[src/rtl/ones_count_pkg.sv]
// Shared types and elaboration helpers for the ones-count sequencer.
package ones_count_pkg;

    typedef enum logic [1:0] {
        IDLE   = 2'd0,
        DRIVE  = 2'd1,
        SAMPLE = 2'd2,
        DONE   = 2'd3
    } state_t;

    function automatic int n_groups(input int width);
        return (width + 2) / 3;
    endfunction

    function automatic int to_count_width(input int width);
        return $clog2(width + 1);
    endfunction

    // Counter width that stays at least one bit for single-value ranges.
    function automatic int idx_width(input int n);
        return (n > 1) ? $clog2(n) : 1;
    endfunction

endpackage

[src/rtl/oc_group_mux.sv]
// Selects the current 3-bit group of the shadow word for the external cell,
// zero-padding past the top bit and forcing 0 when not driving.
module oc_group_mux
    import ones_count_pkg::*;
#(
    parameter int WIDTH = 12,
    parameter int IW    = 2
) (
    input  logic [WIDTH-1:0] i_word,
    input  logic [IW-1:0]    i_idx,
    input  logic             i_en,
    output logic             o_a,
    output logic             o_b,
    output logic             o_c
);

    localparam int G  = n_groups(WIDTH);
    localparam int PW = 3 * G;

    logic [PW-1:0] w_pad;
    logic [2:0]    w_grp;

    assign w_pad = PW'(i_word);

    always_comb begin
        w_grp = '0;
        for (int k = 0; k < G; k++) begin
            if (i_idx == IW'(k)) begin
                w_grp = w_pad[3*k +: 3];
            end
        end
    end

    assign o_a = i_en & w_grp[0];
    assign o_b = i_en & w_grp[1];
    assign o_c = i_en & w_grp[2];

endmodule

[src/rtl/ones_count_sequencer.sv]
// Population count of a WIDTH-bit word, three bits at a time, through one
// external full-adder style ones-counter cell with a programmable settle time.
module ones_count_sequencer
    import ones_count_pkg::*;
#(
    parameter int WIDTH  = 12,
    parameter int SETTLE = 2,
    parameter int CW     = to_count_width(WIDTH)
) (
    input  logic             clk,
    input  logic             rst_n,
    input  logic             start,
    input  logic [WIDTH-1:0] data_in,
    output logic             ready,
    output logic             busy,
    output logic             done,
    output logic [CW-1:0]    count,
    output logic             oc_a,
    output logic             oc_b,
    output logic             oc_c,
    input  logic             oc_y0,
    input  logic             oc_y1
);

    localparam int G  = n_groups(WIDTH);
    localparam int IW = idx_width(G);
    localparam int SW = idx_width(SETTLE);

    localparam logic [IW-1:0] LAST_IDX    = IW'(G - 1);
    localparam logic [SW-1:0] LAST_SETTLE = SW'(SETTLE - 1);

    state_t           r_state;
    state_t           w_next;
    logic [WIDTH-1:0] r_shadow;
    logic [CW-1:0]    r_acc;
    logic [CW-1:0]    r_count;
    logic [CW-1:0]    w_sum;
    logic [IW-1:0]    r_idx;
    logic [SW-1:0]    r_settle;
    logic             w_drv_en;

    always_ff @(posedge clk) begin
        if (!rst_n) begin
            r_state <= IDLE;
        end else begin
            r_state <= w_next;
        end
    end

    always_comb begin
        w_next = r_state;
        case (r_state)
            IDLE:    if (start) w_next = DRIVE;
            DRIVE:   if (r_settle == LAST_SETTLE) w_next = SAMPLE;
            SAMPLE:  w_next = (r_idx == LAST_IDX) ? DONE : DRIVE;
            DONE:    w_next = IDLE;
            default: w_next = IDLE;
        endcase
    end

    always_comb begin
        ready    = 1'b0;
        busy     = 1'b0;
        done     = 1'b0;
        w_drv_en = 1'b0;
        case (r_state)
            IDLE:    ready = 1'b1;
            DRIVE,
            SAMPLE: begin
                busy     = 1'b1;
                w_drv_en = 1'b1;
            end
            DONE:    done = 1'b1;
            default: ready = 1'b0;
        endcase
    end

    // Cell output is trusted as-is; the accumulator cannot exceed WIDTH.
    assign w_sum = r_acc + CW'({oc_y1, oc_y0});

    always_ff @(posedge clk) begin
        if (!rst_n) begin
            r_acc    <= '0;
            r_idx    <= '0;
            r_settle <= '0;
            r_count  <= '0;
        end else begin
            case (r_state)
                IDLE: begin
                    if (start) begin
                        r_acc    <= '0;
                        r_idx    <= '0;
                        r_settle <= '0;
                    end
                end
                DRIVE: begin
                    r_settle <= r_settle + 1'b1;
                end
                SAMPLE: begin
                    r_acc <= w_sum;
                    if (r_idx == LAST_IDX) begin
                        r_count <= w_sum;
                    end else begin
                        r_idx    <= r_idx + 1'b1;
                        r_settle <= '0;
                    end
                end
                default: begin
                end
            endcase
        end
    end

    // Shadow copy isolates the operation from later data_in changes.
    always_ff @(posedge clk) begin
        if (r_state == IDLE && start) begin
            r_shadow <= data_in;
        end
    end

    assign count = r_count;

    oc_group_mux #(
        .WIDTH (WIDTH),
        .IW    (IW)
    ) u_mux (
        .i_word (r_shadow),
        .i_idx  (r_idx),
        .i_en   (w_drv_en),
        .o_a    (oc_a),
        .o_b    (oc_b),
        .o_c    (oc_c)
    );

endmodule

[config.mk]
export PLATFORM = sky130hd
export DESIGN_NAME = ones_count_sequencer
export DESIGN_NICKNAME = d
export VERILOG_FILES = /design/src/rtl/ones_count_pkg.sv /design/src/rtl/oc_group_mux.sv /design/src/rtl/ones_count_sequencer.sv
export SDC_FILE = /design/constraint.sdc
export NUM_CORES = 1
export LEC_CHECK = 0
export CAP_MARGIN = 25
export CORE_UTILIZATION = 32
export DETAILED_ROUTE_END_ITERATION = 8
export HOLD_SLACK_MARGIN = 0.08
export PLACE_DENSITY = 0.52
export SLEW_MARGIN = 20
export SYNTH_ARGS = -nofsm -noshare
export SYNTH_HDL_FRONTEND = slang
export SYNTH_SLANG_ARGS = --single-unit
[constraint.sdc]
create_clock -name clk -period 4.6 [get_ports clk]
set_input_delay 0.69 -clock clk [delete_from_list [all_inputs] [get_ports clk]]
set_output_delay 0.69 -clock clk [all_outputs]
set_load 0.01 [all_outputs]
; Yosys cells after proc, flatten, opt, wreduce, memory -nomap -nowiden
; Index checks and enable logic that the tools add are counted.
; W data, S select, Z words.
[op_classes]
n_reduce_logical = 11
addsub = 3
n_eq_ne = 9
bitwise_logic = 3
mux = 19
[op_table]
columns = cell, count
row1 = $mux W3, 4
row2 = $mux W2, 5
row3 = $eq A2 B2 Y1 const B, 4
row4 = $pmux W2 S4, 1
row5 = $pmux W4 S2, 1
row6 = $ne A2 B2 Y1 const B, 3
row7 = $reduce_and A2 Y1, 3
row8 = $reduce_and A3 Y1, 2
row9 = $mux W1, 5
row10 = $add A4 B2 Y4, 1
row11 = $eq A2 B1 Y1 const B, 2
row12 = $logic_not A2 Y1, 2
row13 = $mux W4, 1
row14 = $pmux W2 S2, 1
row15 = $and A1 B1 Y1, 3
row16 = $pmux W1 S3, 1
row17 = $reduce_bool A3 Y1, 1
row18 = $add A2 B1 Y2 const B, 1
row19 = $reduce_bool A2 Y1, 1
row20 = $reduce_or A2 Y1, 1
row21 = $add A1 B1 Y1 const B, 1
row22 = $logic_and A1 B1 Y1, 1
[totals]
reg_bits = 25
elab_cells = 51
input_bits = 17

; Depth between registers and ports, before layout
; Gate-level depths: netlist of the first run.
[depth]
word_depth = 6
depth_mapped = 8

; Cells and area by module
; From an unflattened synthesis of the first run, not the netlist that was laid out.
[hier_totals]
hier_cells = 98
area_unflattened_um2 = 1171.1
[modules_own_cells]
columns = mod, cells_each, area_each_um2, n_inst
row1 = ones_count_sequencer, 92, 1073.5, 1
row2 = oc_group_mux, 6, 97.6, 1

; Least setup slack after synthesis of the first run
; No wires, ideal clock.
[synth_path]
path_kind = register -> output
start = register r_idx[0]
end = output oc_a
arrival_ns = 1.312
t_required_ns = 3.910
setup_slack_ns = 2.598
path_buffers = 0
path_stages_with_launch = 7
cell_sequence = dfxtp_1 > inv_1 > ha_1 > nor2b_1 > a221oi_1 > o31ai_1 > and2_1
[synth_via]
elab_chain_len = 6
elab_cells_between_ends = 9
cone_classes = eq/ne (3) / mux (4) / bitwise (1) / reduce/logical (1)
[synth_rtl]
columns = element, line
row1 = from (decl), ones_count_sequencer.sv:38  ; logic [IW-1:0] r_idx;
row2 = from (signal assigned), ones_count_sequencer.sv:104  ; r_idx <= r_idx + 1'b1;
row3 = $logic_not A2 Y1, oc_group_mux.sv:28  ; if (i_idx == IW'(k)) begin
row4 = $mux W3 (3 in a row), oc_group_mux.sv:28
row5 = $mux W3 (*), oc_group_mux.sv:28
row6 = $and A1 B1 Y1 (*), oc_group_mux.sv:34  ; assign o_a = i_en & w_grp[0];
row7 = to (decl), ones_count_sequencer.sv:18  ; output logic oc_a,
; Every way passes the cells marked *; elsewhere a longest branch is shown, timed or not.

; Final worst setup path of the first run
; Same ends and word-level chain as after synthesis.

==> run_results.csv, run 1 <==
group,metric,value,unit
hold_path,min_to,"count[0]",
finish,area_growth,27.3,%
sta,drv_slew,0,
die,core,3660,um^2
drt,route.vias.total,915,
drt,drtIter0Drc,55,
global_route,grt_pass1_vias,948,
clock_network,post_cts_buffers,0,
drt,wl_per_cell,12.9,um
sta,tightest_slew,0.546,ns
synthesis,synthSimpleGateAreaFrac,16.1,%
global_route,grt.total_usage,13.1,%
synthesis,yosys_warnings,0,
global_route,grt_max_degree,15,
finish,nets,171,
worst_setup_path,path_cells,"inv_1 -> ha_1 -> nor2b_1 -> a221oi_1 -> o31ai_1 -> and2_1 -> clkdlybuf4s50_1",
hold_path,whs_path_depth,2,
worst_setup_path,crit_slowest_cell,"clkdlybuf4s50_1",
power,p_total,0.000683,W
global_route,grt_antenna_before_repair,0,
global_route,overflow,0,
clock_network,cts_tree,"done",
synthesis,synthCells,116,
worst_setup_path,arrival,2.23,ns
die,row_count,22,
clock_network,hold_buffers,0,
synthesis,synth-xor-area-share,0.714,%
run_status,status,"finished, final reports clean",
sta,fin_worst_skew,0.00801,ns
worst_setup_path,critPathKind,"reg2out",
hold_path,hold_path_class,"reg2reg",
power,leakagePower,0.562,nW
synthesis,post_synth.cell_area_avg,10.6,um^2
drt,drc,0,
drt,firstDrtPassIters,4,
finish,drive_gt1_share,5.63,%
global_route,grt_first_pass_wirelength,4.11,mm
synthesis,ys_seq_area_share,50.6,%
die,start_util,33.5,%
power,powerDensity,437,nW/um^2
sta,hold_viol_final,0,
clock_network,numClockSinks,25,
finish,fillers,362,
synthesis,synth_area,1230,um^2
finish,diodes,0,
drt,antenna_left,0,
synthesis,yosys.area.top_type,"edfxtp_1",
placed_design,placed_cell_area,1520,um^2
sta,setup_tns,0,ns
finish,layoutNonFillerInstCount,190,
die,dieWidth,63.9,um
sta,rsz0062_at_grt,"no",
finish,utilization,42.7,%
synthesis,synthAdderAreaFrac,11.8,%
clock_network,cts_max_path_buffers,2,
drt,wl,2.46,mm
sta,finalCritPeriodShare,63.5,%
hold_path,hp-start,"count[0]",
sta,fmax,342,MHz
synthesis,synth_compound_area_share,14.7,%
clock_network,clk_pin_slew,0.09,ns
synthesis,syn-num-nets,144,
worst_setup_path,critPathCaptureType,"output pin",
synthesis,muxShareOfSynthArea,0.815,%
worst_setup_path,max_stage_delay,0.47,ns
worst_setup_path,start_kind,"flop",
run,max_cap_violations,0,
sta,setup_viol,0,
placed_design,placedCellCount,186,
worst_setup_path,required,3.91,ns
die,die_h,63.9,um
drt,avgViaCountPerCell,4.82,
worst_setup_path,reg2regPathDepth,7,
placed_design,io_buffers,26,
synthesis,synthTopCellsByArea,"edfxtp_1, dfxtp_1, ha_1",
power,peakVddDrop,0.000233,V
clock_network,cts_buffers,3,
sta,layout_min_cycle_time,2.92,ns
worst_setup_path,rrSetupSlack,2.98,ns
clock_network,cts_resized,0,
worst_setup_path,rr_startpoint,"r_acc[0]",
worst_setup_path,worstPathMaxFanout,6,
die,die_area,4090,um^2
placed_design,gp_congestion,0.789,
synthesis,synth_seq_cells,25,
synthesis,yosysUniqueCellTypes,33,
synthesis,synth_top_family_by_area,"simple AND/OR/NAND/NOR gates",
clock_network,cts.htree.levels,1,
clock_network,root_buffer,"clkbuf_8",
placed_design,hpwl,1.85,mm
clock_network,worstSkewPairLatency,0.27,ns
finish,final_cell_area,1560,um^2
synthesis,synth_top_area_share,29.4,%
worst_setup_path,r2r_end,"r_acc[2]",
sta,max-slew-margin-rel,63.6,%
die,io-pin-count,27,
==> kinds of logic after synthesis <==
logic type / count (synthesis)
and+or+nand+nor: 36
AOI/OAI and AO/OA: 29
DFF: 25
buffers and inverters: 13
adders and majority gates: 11
xor gates and xnor gates: 1
muxes: 1
==> flip-flops by register name, indices dropped and copies added (netlist names) <==
register,cells
r_shadow,12
r_acc,4
r_state,2
count,4
r_idx,2
r_settle,1
==> cell usage in the layout (no fill, tap or decap), drive strengths merged, types with 4 or more instances in the layout <==
cell type / instances
edfxtp: 12
a21oi: 10
nand3: 4
inv: 9
o21ai: 8
nor2b: 5
clkdlybuf4s50: 26
dfxtp: 13
nand2: 8
and2: 4
ha: 10
nor2: 8
==> report_power, final <==
| part | internal, W | switching [W] |
|---|---|---|
| registers | 0.000276 | 0.0000191 |
| logic | 0.000124 | 0.000135 |
| clock network | 0.0000605 | 0.0000695 |
==> metrics by stage <==
stage | hold slack [ns] | worst slack, ns
after global routing | 0.500 | 1.57
after floorplan | 0.453 | 2.60
after CTS | 0.477 | 1.71
after detailed placement | 0.465 | 2.04
final | 0.473 | 1.68
after global placement | 0.448 | 2.06
==> layer usage <==
layer  part of all wire [%]  routed length [um]  vias up  track usage (%)
met2                     49                1220       25             23.5
met4                   0.73                  18        0             5.11
met3                    4.6                 113        2             3.39
met5                      0                   0        -                0
met1                     45                1110      428             14.5
li1                       -                   -      460                -
==> final cells by class <==
type                       instances  area (um^2)  share of cell area (%)
multi-input combinational         78          542                    34.7
inverter                           9         33.8                    2.16
clock buffer                       3         41.3                    2.64
timing repair buffer              26          260                    16.7
tap                               48         60.1                    3.84
clock inverter                     1         5.00                   0.320
sequential                        25          621                    39.7
==> how the worst max path moves through the flow <==
stage                      end  cells after the start     start  slack [ns]
after floorplan           oc_a                      6  r_idx[0]        2.60
final                     oc_a                      7  r_idx[0]        1.68
after global routing      oc_a                      7  r_idx[1]        1.57
after CTS                 oc_c                      7  r_idx[0]        1.71
after global placement    oc_c                      7  r_idx[0]        2.06
after detailed placement  oc_c                      7  r_idx[0]        2.04
==> worst max-delay path: cells and delay by family (launching register included) <==
family,cells,cell delay (ns)
flops,1,0.44
buf+inv,2,0.57
simple gates,2,0.31
fa+ha+maj,1,0.22
compound gates,2,0.42
==> Yosys cell counts <==
cell	number
nor2b_1	5
a21oi_1	10
and2_4	1
nand2b_1	1
nand2_1	8
buf_2	1
and2b_4	1
mux2i_1	1
edfxtp_1	12
nor2_1	8
buf_6	2
xnor2_1	1
nand3_1	4
a32oi_1	1
and2_1	3
o21ai_1	1
ha_1	10
dfxtp_1	13
fa_1	1
a22oi_1	3
nor3b_1	1
and2b_1	1
or2_2	1
clkbuf_1	1
inv_1	9
nor3_1	1
o21ai_0	7
a211oi_1	1
o311a_1	1
o31ai_1	2
nor3_4	1
a311oi_1	1
a221oi_1	2
No activity file was read; power rests on OpenSTA's default activity.
==> run 2: changes to the inputs <==
==> constraint.sdc (replaced) <==
create_clock -name clk -period 2.7 [get_ports clk]
set_input_delay 0.405 -clock clk [delete_from_list [all_inputs] [get_ports clk]]
set_output_delay 0.405 -clock clk [all_outputs]
set_load 0.01 [all_outputs]
==> run 2 against run 1 <==
Clock skew fell by 0.0016 ns; critical path depth did not move; sequential power rose by 71%; die area did not move; routed wire length fell by 0.94%; global-route usage fell by 0.34 points; cell area rose by 0.16%; final cell count did not move.
==> run_results.csv, run 2 (synthesis gave the netlist of run 1 again) <==
group,metric,value,unit
worst_setup_path,crit_family,"buffers and inverters",
power,powerDensity,742,nW/um^2
clock_network,worstSkewPairLatency,0.27,ns
drt,firstDrtPassIters,4,
hold_path,min_to,"count[0]",
sta,hold_viol_final,0,
worst_setup_path,critPathKind,"reg2out",
global_route,met3_usage,3.04,%
global_route,grt_antenna_before_repair,0,
clock_network,root_buffer,"clkbuf_8",
finish,largest-register,"r_shadow",
placed_design,io_buffers,26,
worst_setup_path,arrival,2.14,ns
sta,post-route-worst-setup-slack,0.156,ns
power,p_total,0.00116,W
global_route,use_met2,23.9,%
clock_network,cts_buffers,3,
global_route,grt_util_met1,13.4,%
global_route,busiest_layer,"met2",
global_route,grt_first_pass_wirelength,4.00,mm
finish,drive_gt1_share,7.04,%
run,max_cap_violations,0,
worst_setup_path,crit_buf_inv,2,
die,row_count,22,
sta,setup_viol,0,
drt,drc,0,
hold_path,hp-start,"count[0]",
sta,fmax,393,MHz
hold_path,hold_path_class,"reg2reg",
worst_setup_path,rrSetupSlack,1.09,ns
drt,wl_per_cell,12.8,um
clock_network,cts.htree.levels,1,
die,start_util,33.5,%
worst_setup_path,max_stage_delay,0.53,ns
worst_setup_path,rr_startpoint,"r_acc[0]",
sta,finalCritPeriodShare,94.2,%
die,dieWidth,63.9,um
finish,diodes,0,
sta,rsz0062_at_grt,"no",
finish,utilization,42.8,%
global_route,grt_pass1_vias,956,
sta,tightest_slew,0.554,ns
sta,setup_tns,0,ns
global_route,grt.total_usage,12.7,%
worst_setup_path,path_cells,"inv_1 -> ha_1 -> nor2b_1 -> a221oi_1 -> o31ai_1 -> and2_1 -> clkdlybuf4s50_1",
worst_setup_path,required,2.30,ns
die,core,3660,um^2
die,die_area,4090,um^2
worst_setup_path,crit_slowest_cell,"clkdlybuf4s50_1",
placed_design,hpwl,1.84,mm
global_route,overflow,0,
finish,final_cell_mix,"clkdlybuf4s50_1, edfxtp_1, dfxtp_1",
run_status,status,"finished, final reports clean",
drt,wl,2.43,mm
worst_setup_path,r2r_end,"r_acc[2]",
worst_setup_path,start_kind,"flop",
hold_path,whs_path_depth,2,
drt,antenna_left,0,
power,peakVddDrop,0.000383,V
finish,largest_reg_flops,12,
clock_network,clk_pin_slew,0.09,ns
finish,final_common_cell,"clkdlybuf4s50_1",
drt,route.vias.total,924,
die,die_h,63.9,um
global_route,grt_max_degree,15,
drt,avgViaCountPerCell,4.86,
worst_setup_path,worstPathMaxFanout,5,
sta,drv_slew,0,
sta,fin_worst_skew,0.00643,ns
sta,max-slew-margin-rel,63.1,%
power,leakagePower,0.563,nW
finish,area_growth,27.5,%
worst_setup_path,critPathCaptureType,"output pin",
placed_design,gp_congestion,0.789,
clock_network,cts_max_path_buffers,2,
clock_network,cts_tree,"done",
drt,drtIter0Drc,33,
die,io-pin-count,27,
finish,nets,171,
placed_design,dp_worst_setup_slack,0.431,ns
clock_network,numClockSinks,25,
sta,layout_min_cycle_time,2.54,ns
worst_setup_path,reg2regPathDepth,7,
[run 2: changes by cell type in the layout (fill, tap and decap cells not counted)]
cell     previous run  this run
dfxtp_1            13        11
dfxtp_2             0         2
[run 2: what timing repair did]
item,CTS,global route
resized for setup,0,2
setup buffers,0,0
hold buffers,0,0
endpoints found under the setup margin,0,2
[run 2: area by class of cell]
cell class              instances  area [um^2]
clock buffers                   3         41.3
clock inverters                 1         5.00
fillers                       365         2100
inverters                       9         33.8
multi-input cells              78          542
flip-flops and latches         25          623
well taps                      48         60.1
repair buffers                 26          260
[run 2: routing by layer]
metal,vias up,part of all wire (%)
met5,-,0
met4,0,1.4
met3,5,4.3
met2,27,48
met1,433,46
li1,459,-
[run 2: worst max path at each step]
stage / startpoint / to / depth (start not counted)
after global placement: r_idx[0] / oc_c / 7
after CTS: r_idx[0] / oc_a / 7
after global routing: r_idx[1] / oc_a / 7
final: r_idx[1] / oc_c / 7
after floorplan: r_idx[0] / oc_a / 6
after detailed placement: r_idx[0] / oc_a / 7
[run 2: report_power, final]
| part | leakage [nW] | total (W) | internal [W] | switching [W] |
|---|---|---|---|---|
| Combinational | 0.317 | 0.000436 | 0.000210 | 0.000226 |
| Clock | 0.0255 | 0.000222 | 0.000103 | 0.000119 |
| Sequential | 0.221 | 0.000504 | 0.000470 | 0.0000338 |
| Total | 0.563 | 0.00116 | 0.000783 | 0.000378 |
[run 2: stage by stage]
step	hold WS [ns]	area (um^2)	std cells
global route	0.491	1570	190
global placement	0.448	1520	186
CTS	0.481	1560	190
finish	0.468	1570	190
floorplan	0.453	1230	116
detailed placement	0.466	1520	186
[run 2: worst min-delay path: stages (launching register included)]
cell and delay (ns):
dfxtp_1 0.32, nand2_1 0.06, a21oi_1 0.05
